## config.mk

```make
export PLATFORM = sky130hd
export DESIGN_NAME = pwm_top
export DESIGN_NICKNAME = d
export VERILOG_FILES = /design/src/rtl/pwm_top.sv
export SDC_FILE = /design/constraint.sdc
export NUM_CORES = 2
export LEC_CHECK = 0
export BUFFER_PORTS_ARGS = -buffer_cell sky130_fd_sc_hd__buf_4
export CAP_MARGIN = 20
export CORE_AREA = 2 2 390 392
export CTS_CLUSTER_SIZE = 14
export DETAILED_ROUTE_END_ITERATION = 8
export DIE_AREA = 0 0 392 394
export GPL_TIMING_DRIVEN = 0
export SETUP_SLACK_MARGIN = 0.1
export SYNTH_ARGS = -nofsm -noshare
export SYNTH_HDL_FRONTEND = slang
export SYNTH_SLANG_ARGS = --single-unit
```

## constraint.sdc

```tcl
create_clock -name clk -period 79.9 [get_ports clk]
set_input_delay 11.985 -clock clk [delete_from_list [all_inputs] [get_ports clk]]
set_output_delay 11.985 -clock clk [all_outputs]
set_load 0.02 [all_outputs]
```

## src/rtl/pwm_top.sv

```systemverilog
// Multi-channel PWM generator: 5-beat UDP frames set per-channel freq/duty/enable, one shared engine derives counts.
// Latency ~20 clk from tlast to channel reload when the engine is idle; no backpressure, every valid beat is consumed.
module pwm_top #(
  parameter int PWM_NUM      = 5,
  parameter int ID_PWM_PARAM = 0,
  parameter int CLK_FREQ     = 100000000
) (
  input  logic               clk,
  input  logic               rst,
  input  logic [31:0]        rx_axis_udp_tdata,
  input  logic               rx_axis_udp_tvalid,
  input  logic               rx_axis_udp_tlast,
  input  logic [7:0]         rx_axis_udp_tuser,
  output logic [PWM_NUM-1:0] pwm
);
  typedef struct packed {
    logic [31:0] freq;
    logic [6:0]  duty;
    logic        en;
  } cfg_t;

  typedef enum logic [1:0] {S_IDLE, S_DIV, S_MUL, S_LOAD} state_t;

  localparam logic [8:0]  NUM_W = 9'(PWM_NUM);
  localparam logic [7:0]  ID_W  = 8'(ID_PWM_PARAM);
  localparam logic [31:0] CLK_W = 32'(CLK_FREQ);

  // ---------------- frame parser ----------------
  logic [2:0]  beat_q;
  logic        ok_q;
  logic [7:0]  chan_q;
  logic [31:0] freq_q;
  logic [6:0]  duty_q;
  logic        frame_done;

  // beat_q saturates at 5 so an over-long frame is ignored until its tlast
  always_ff @(posedge clk or posedge rst) begin
    if (rst) begin
      beat_q <= '0;
      ok_q   <= 1'b0;
      chan_q <= '0;
      freq_q <= '0;
      duty_q <= '0;
    end else if (rx_axis_udp_tvalid) begin
      if (rx_axis_udp_tlast) begin
        beat_q <= '0;
        ok_q   <= 1'b0;
      end else begin
        if (beat_q != 3'd5) beat_q <= beat_q + 3'd1;
        case (beat_q)
          3'd0: begin
            ok_q   <= (rx_axis_udp_tuser == ID_W) && ({1'b0, rx_axis_udp_tdata[7:0]} < NUM_W);
            chan_q <= rx_axis_udp_tdata[7:0];
          end
          3'd1: freq_q <= rx_axis_udp_tdata;
          3'd2: duty_q <= rx_axis_udp_tdata[6:0];
          default: ;
        endcase
      end
    end
  end

  assign frame_done = rx_axis_udp_tvalid && rx_axis_udp_tlast && (beat_q == 3'd4) && ok_q;

  // ---------------- pending storage and round-robin pick ----------------
  cfg_t               pend_q [PWM_NUM];
  logic [PWM_NUM-1:0] pend_vld_q;
  logic [PWM_NUM-1:0] rot;
  logic [7:0]         ptr_q;
  logic [7:0]         pick_idx;
  logic [8:0]         cand;
  logic [8:0]         ptr_nxt;
  logic               any_pend;
  cfg_t               pick_cfg;
  logic               eng_pick, eng_step, eng_mul, eng_load;

  always_comb begin
    rot      = PWM_NUM'({pend_vld_q, pend_vld_q} >> ptr_q);
    any_pend = 1'b0;
    pick_idx = '0;
    cand     = '0;
    for (int i = 0; i < PWM_NUM; i++) begin
      if (!any_pend && rot[i]) begin
        any_pend = 1'b1;
        cand     = {1'b0, ptr_q} + 9'(i);
        if (cand >= NUM_W) cand = cand - NUM_W;
        pick_idx = cand[7:0];
      end
    end
    pick_cfg = '0;
    for (int i = 0; i < PWM_NUM; i++) begin
      if (pick_idx == 8'(i)) pick_cfg = pend_q[i];
    end
    ptr_nxt = {1'b0, pick_idx} + 9'd1;
    if (ptr_nxt >= NUM_W) ptr_nxt = '0;
  end

  // A new frame landing on the cycle its channel is picked keeps the flag set, so it is serviced again
  always_ff @(posedge clk or posedge rst) begin
    if (rst) begin
      for (int i = 0; i < PWM_NUM; i++) pend_q[i] <= '0;
      pend_vld_q <= '0;
    end else begin
      for (int i = 0; i < PWM_NUM; i++) begin
        if (frame_done && chan_q == 8'(i)) begin
          pend_q[i]     <= '{freq: freq_q, duty: duty_q, en: rx_axis_udp_tdata[0]};
          pend_vld_q[i] <= 1'b1;
        end else if (eng_pick && pick_idx == 8'(i)) begin
          pend_vld_q[i] <= 1'b0;
        end
      end
    end
  end

  // ---------------- compute engine FSM ----------------
  state_t      state_q, state_d;
  logic [3:0]  step_q;

  always_ff @(posedge clk or posedge rst) begin
    if (rst) state_q <= S_IDLE;
    else     state_q <= state_d;
  end

  always_comb begin
    state_d = state_q;
    unique case (state_q)
      S_IDLE:  if (any_pend) state_d = S_DIV;
      S_DIV:   if (step_q == 4'd15) state_d = S_MUL;
      S_MUL:   state_d = S_LOAD;
      S_LOAD:  state_d = S_IDLE;
      default: state_d = S_IDLE;
    endcase
  end

  always_comb begin
    eng_pick = (state_q == S_IDLE) && any_pend;
    eng_step = (state_q == S_DIV);
    eng_mul  = (state_q == S_MUL);
    eng_load = (state_q == S_LOAD);
  end

  // ---------------- engine datapath: radix-4 restoring divide, then scale ----------------
  cfg_t        cur_q;
  logic [7:0]  sel_q;
  logic [31:0] rem_q, dvd_q, quo_q, per_q;
  logic [38:0] prod_q;
  logic [32:0] r1s, r2s;
  logic [31:0] r1, r2, per_w, high_w;
  logic        ge1, ge2;
  logic [6:0]  duty_sat;

  always_comb begin
    r1s      = {rem_q, dvd_q[31]};
    ge1      = r1s >= {1'b0, cur_q.freq};
    r1       = ge1 ? 32'(r1s - {1'b0, cur_q.freq}) : r1s[31:0];
    r2s      = {r1, dvd_q[30]};
    ge2      = r2s >= {1'b0, cur_q.freq};
    r2       = ge2 ? 32'(r2s - {1'b0, cur_q.freq}) : r2s[31:0];
    per_w    = (cur_q.freq == 32'd0 || !cur_q.en) ? 32'd0 : quo_q;
    duty_sat = (cur_q.duty > 7'd100) ? 7'd100 : cur_q.duty;
    high_w   = 32'(prod_q / 39'd100);
  end

  always_ff @(posedge clk or posedge rst) begin
    if (rst) begin
      cur_q  <= '0;
      sel_q  <= '0;
      ptr_q  <= '0;
      rem_q  <= '0;
      dvd_q  <= '0;
      quo_q  <= '0;
      step_q <= '0;
      per_q  <= '0;
      prod_q <= '0;
    end else begin
      if (eng_pick) begin
        cur_q  <= pick_cfg;
        sel_q  <= pick_idx;
        ptr_q  <= ptr_nxt[7:0];
        rem_q  <= '0;
        dvd_q  <= CLK_W;
        quo_q  <= '0;
        step_q <= '0;
      end
      if (eng_step) begin
        rem_q  <= r2;
        dvd_q  <= {dvd_q[29:0], 2'b00};
        quo_q  <= {quo_q[29:0], ge1, ge2};
        step_q <= step_q + 4'd1;
      end
      if (eng_mul) begin
        per_q  <= per_w;
        prod_q <= {7'd0, per_w} * {32'd0, duty_sat};
      end
    end
  end

  // ---------------- per-channel counters and outputs ----------------
  logic [31:0]        act_per_q  [PWM_NUM];
  logic [31:0]        act_high_q [PWM_NUM];
  logic [31:0]        cnt_q      [PWM_NUM];
  logic [PWM_NUM-1:0] act_en_q;
  logic [PWM_NUM-1:0] pwm_q;

  always_ff @(posedge clk or posedge rst) begin
    if (rst) begin
      for (int i = 0; i < PWM_NUM; i++) begin
        act_per_q[i]  <= '0;
        act_high_q[i] <= '0;
        cnt_q[i]      <= '0;
      end
      act_en_q <= '0;
      pwm_q    <= '0;
    end else begin
      for (int i = 0; i < PWM_NUM; i++) begin
        if (eng_load && sel_q == 8'(i)) begin
          act_per_q[i]  <= per_q;
          act_high_q[i] <= high_w;
          act_en_q[i]   <= cur_q.en;
          cnt_q[i]      <= '0;
        end else if (!act_en_q[i] || act_per_q[i] == 32'd0 || cnt_q[i] >= act_per_q[i] - 32'd1) begin
          cnt_q[i] <= '0;
        end else begin
          cnt_q[i] <= cnt_q[i] + 32'd1;
        end
        pwm_q[i] <= act_en_q[i] && (cnt_q[i] < act_high_q[i]);
      end
    end
  end

  assign pwm = pwm_q;

endmodule

```

==> flow_summary_export.csv <==
group,metric,value,unit
sta,period_needed,24.98,ns
cts,cts_buffers,107,
floorplan,ios,49,
layout,fill_cells,14300,
floorplan,start_util,44.7,%
drt,routed_wl,194,mm
layout,post_route_cells_drive_above_1_share,9.98,%
logic_synthesis,ys.flop_type,"dfrtp_1",
drt,vias_per_cell,5.66,
grt,antenna_found_initial,10,
floorplan,row_count,143,
power_and_ir_drop,ir_drop,17.9,uV
critical_path,start_kind,"register",
logic_synthesis,synth-edff-count,0,
floorplan,die_h,394,um
status,outcome,"finished clean",
layout,ff_latch_area,0.0241,mm2
sta,setup_viol,0,
cts,clockRootBuffer,"clkbuf_16",
grt,grt_max_degree,129,
drt,vias,55100,
power_and_ir_drop,leakagePower,0.0343,uW
sta,slew_headroom,21.4,%
logic_synthesis,ys_seq_elements,962,
drt,avgRoutedWirePerCell,19.9,um
sta,hold_viol_final,0,
layout,syn2layout_area_growth,10.7,%
cts,cts_sinks,962,
floorplan,core,0.151,mm2
floorplan,die_area,0.154,mm2
place,pre_cts_ws,55.30,ns
sta,tns,0,ns
cts,clock_latency,0.77,ns
critical_path,critPathArrivalTime,25.57,ns
sta,fin_skew,0.0437,ns
sta,rsz0062_at_grt,"false",
place,post-place-cells,9545,
layout,mostFrequentLayoutCells,"962 x dfrtp_1, 954 x nand2_1, 706 x o21ai_0, 496 x nor2_1, 491 x inv_1",
critical_path,crit_top_cell,"a21oi_1",
sta,holdWs,0.444,ns
place,place_hpwl,145,mm
power_and_ir_drop,powerDensity,15.4,mW/mm2
logic_synthesis,syn-cell-area,0.0673,mm2
logic_synthesis,postSynth.asyncResetShare,100,%
sta,clock.fmax,40.0,MHz
critical_path,criticalPathCategory,"reg -> reg",
logic_synthesis,postSynthAreaPerCell,9.04,um2
sta,report.final.slew_viol_count,0,
cts,path_clk_slew,0.06,ns
critical_path,critical_path.max_stage_delay,0.87,ns
drt,drt-pass1-iter-count,5,
layout,final_common_cell,"dfrtp_1",
grt,grt_pass1_vias,54200,
cts,htree_levels,3,
cts,postCtsHoldBufs,0,
cts,cts_resized,0,
sta,setup_ws,54.92,ns
layout,multi_input_area,0.0398,mm2
worst_hold_path,holdCritPathClass,"reg -> reg",
grt,grt_overflow,0,
cts,clock_path_buffers,3,
critical_path,crit_fanout,10,
floorplan,dieWidth,392,um
layout,final_cells,9749,
logic_synthesis,yosysWarnings,0,
critical_path,cp_data_required_time,80.49,ns
cts,post-cts-setup-buffer-count,0,
logic_synthesis,synth_nets,8113,
grt,grt_pass1_wl,308,mm
grt,track_usage,25.1,%
sta,worstMarginPinSlew,1.17,ns
drt,drc,0,
job,maxCapViolations,0,
layout,nets,8297,
critical_path,slowest_stage,"a32oi_2",
drt,drtIter0Drc,3784,
sta,finalCritPeriodShare,31.3,%
place,gp_congestion,0.920,
layout,fin_util,49.5,%
critical_path,endpoint_kind,"register",
cts,cts_tree,"done",
logic_synthesis,seq_area_frac_synth,35.8,%
logic_synthesis,synth_cell_type_count,162,
logic_synthesis,syn_inst,7441,
drt,antenna_left,0,
place,io_buffers,48,
area by class of cell:
cell class	count	share of cell area, %
multi-input cells	5620	53.4
flip-flops and latches	962	32.3
clock buffers	152	4.17
well taps	2030	3.41
inverters	505	2.55
plain buffers	354	2.16
repair buffers	75	1.12
clock inverters	44	0.843
diodes	7	0.0235
worst paths after layout:
path,start,cells after the start,end,slack [ns]
setup reg to reg,prod_q[36],74,act_high_q[128],54.92
hold / removal,dvd_q[18],2,dvd_q[20],0.44
setup / recovery,prod_q[36],74,act_high_q[128],54.92
min in group asynchronous,rst,2,ptr_q[7],11.20
hold reg to reg,dvd_q[18],2,dvd_q[20],0.44
max in group asynchronous,rst,5,cnt_q[45],66.83
sequential cells by signal (all words and copies together), names as in the netlist, 21 cells and up:
register / cells
act_high_q: 160
act_per_q: 160
cnt_q: 160
cur_q: 40
dvd_q: 21
freq_q: 32
pend_q: 200
per_q: 32
prod_q: 37
quo_q: 32
rem_q: 32
through the flow:
step	cell area (um2)	power (uW)
finish	74500	1140
floorplan	67300	595
global route	74500	1190
detailed placement	70700	631
CTS	74500	1150
global placement	70200	628
cells by family after synthesis:
| kind of cell | after synthesis | synth area share (%) |
|---|---|---|
| AND/OR/NAND/NOR | 2471 | 17.4 |
| multiplexers | 331 | 5.52 |
| buffers and inverters | 859 | 5.21 |
| XOR/XNOR | 417 | 5.47 |
| flip-flops | 962 | 35.8 |
| adder cells (fa/ha/maj) | 637 | 13.5 |
| AO/OA/AOI/OAI | 1764 | 17.1 |
routing by layer:
| layer | part of all wire [%] | up-vias | track usage, % |
|---|---|---|---|
| met5 | 0.027 | - | 0 |
| met4 | 3.6 | 8 | 8.55 |
| met3 | 5.0 | 298 | 3.19 |
| met2 | 46 | 1293 | 40.2 |
| met1 | 45 | 27100 | 34.9 |
| li1 | - | 26500 | - |
synth_stat cells, drive strengths merged (20+ instances only):
cell / number / area, um2
and2: 66 / 417
a311oi: 20 / 218
o31ai: 22 / 170
a31oi: 38 / 259
nor3: 141 / 748
nand2: 954 / 3580
clkbuf: 275 / 1060
nor4: 68 / 432
o22ai: 21 / 144
a221oi: 64 / 632
nand3: 170 / 873
xor2: 173 / 1550
o211ai: 51 / 417
or4: 25 / 191
a211oi: 90 / 743
or3: 31 / 196
and3: 95 / 594
inv: 497 / 1870
dfrtp: 962 / 24100
nor2: 509 / 1940
xnor2: 244 / 2140
nand2b: 121 / 764
mux2i: 42 / 453
a22oi: 56 / 430
buf: 75 / 508
ha: 477 / 5970
a21o: 83 / 624
o21bai: 32 / 255
fa: 151 / 3020
mux2: 289 / 3260
o21a: 55 / 424
nand4: 87 / 544
a21oi: 293 / 1500
or2: 33 / 206
nor2b: 100 / 626
o21ai: 752 / 3810
power breakdown:
part	leakage (uW)	internal (uW)	switching [uW]
combinational	0.0194	41.8	60.0
clock	0.00182	305	218
sequential	0.0132	501	19.2
total	0.0343	847	297
worst max-delay path, delay by kind of cell (launching register included):
| kind | cells | cell delay, ns |
|---|---|---|
| flip-flops | 1 | 0.41 |
| XOR/XNOR | 2 | 0.68 |
| buffers and inverters | 5 | 1.08 |
| AND/OR/NAND/NOR | 14 | 4.78 |
| adder cells (fa/ha/maj) | 2 | 0.76 |
| AO/OA/AOI/OAI | 49 | 16.36 |
| multiplexers | 2 | 0.72 |
(Power assumes the default switching activity.)
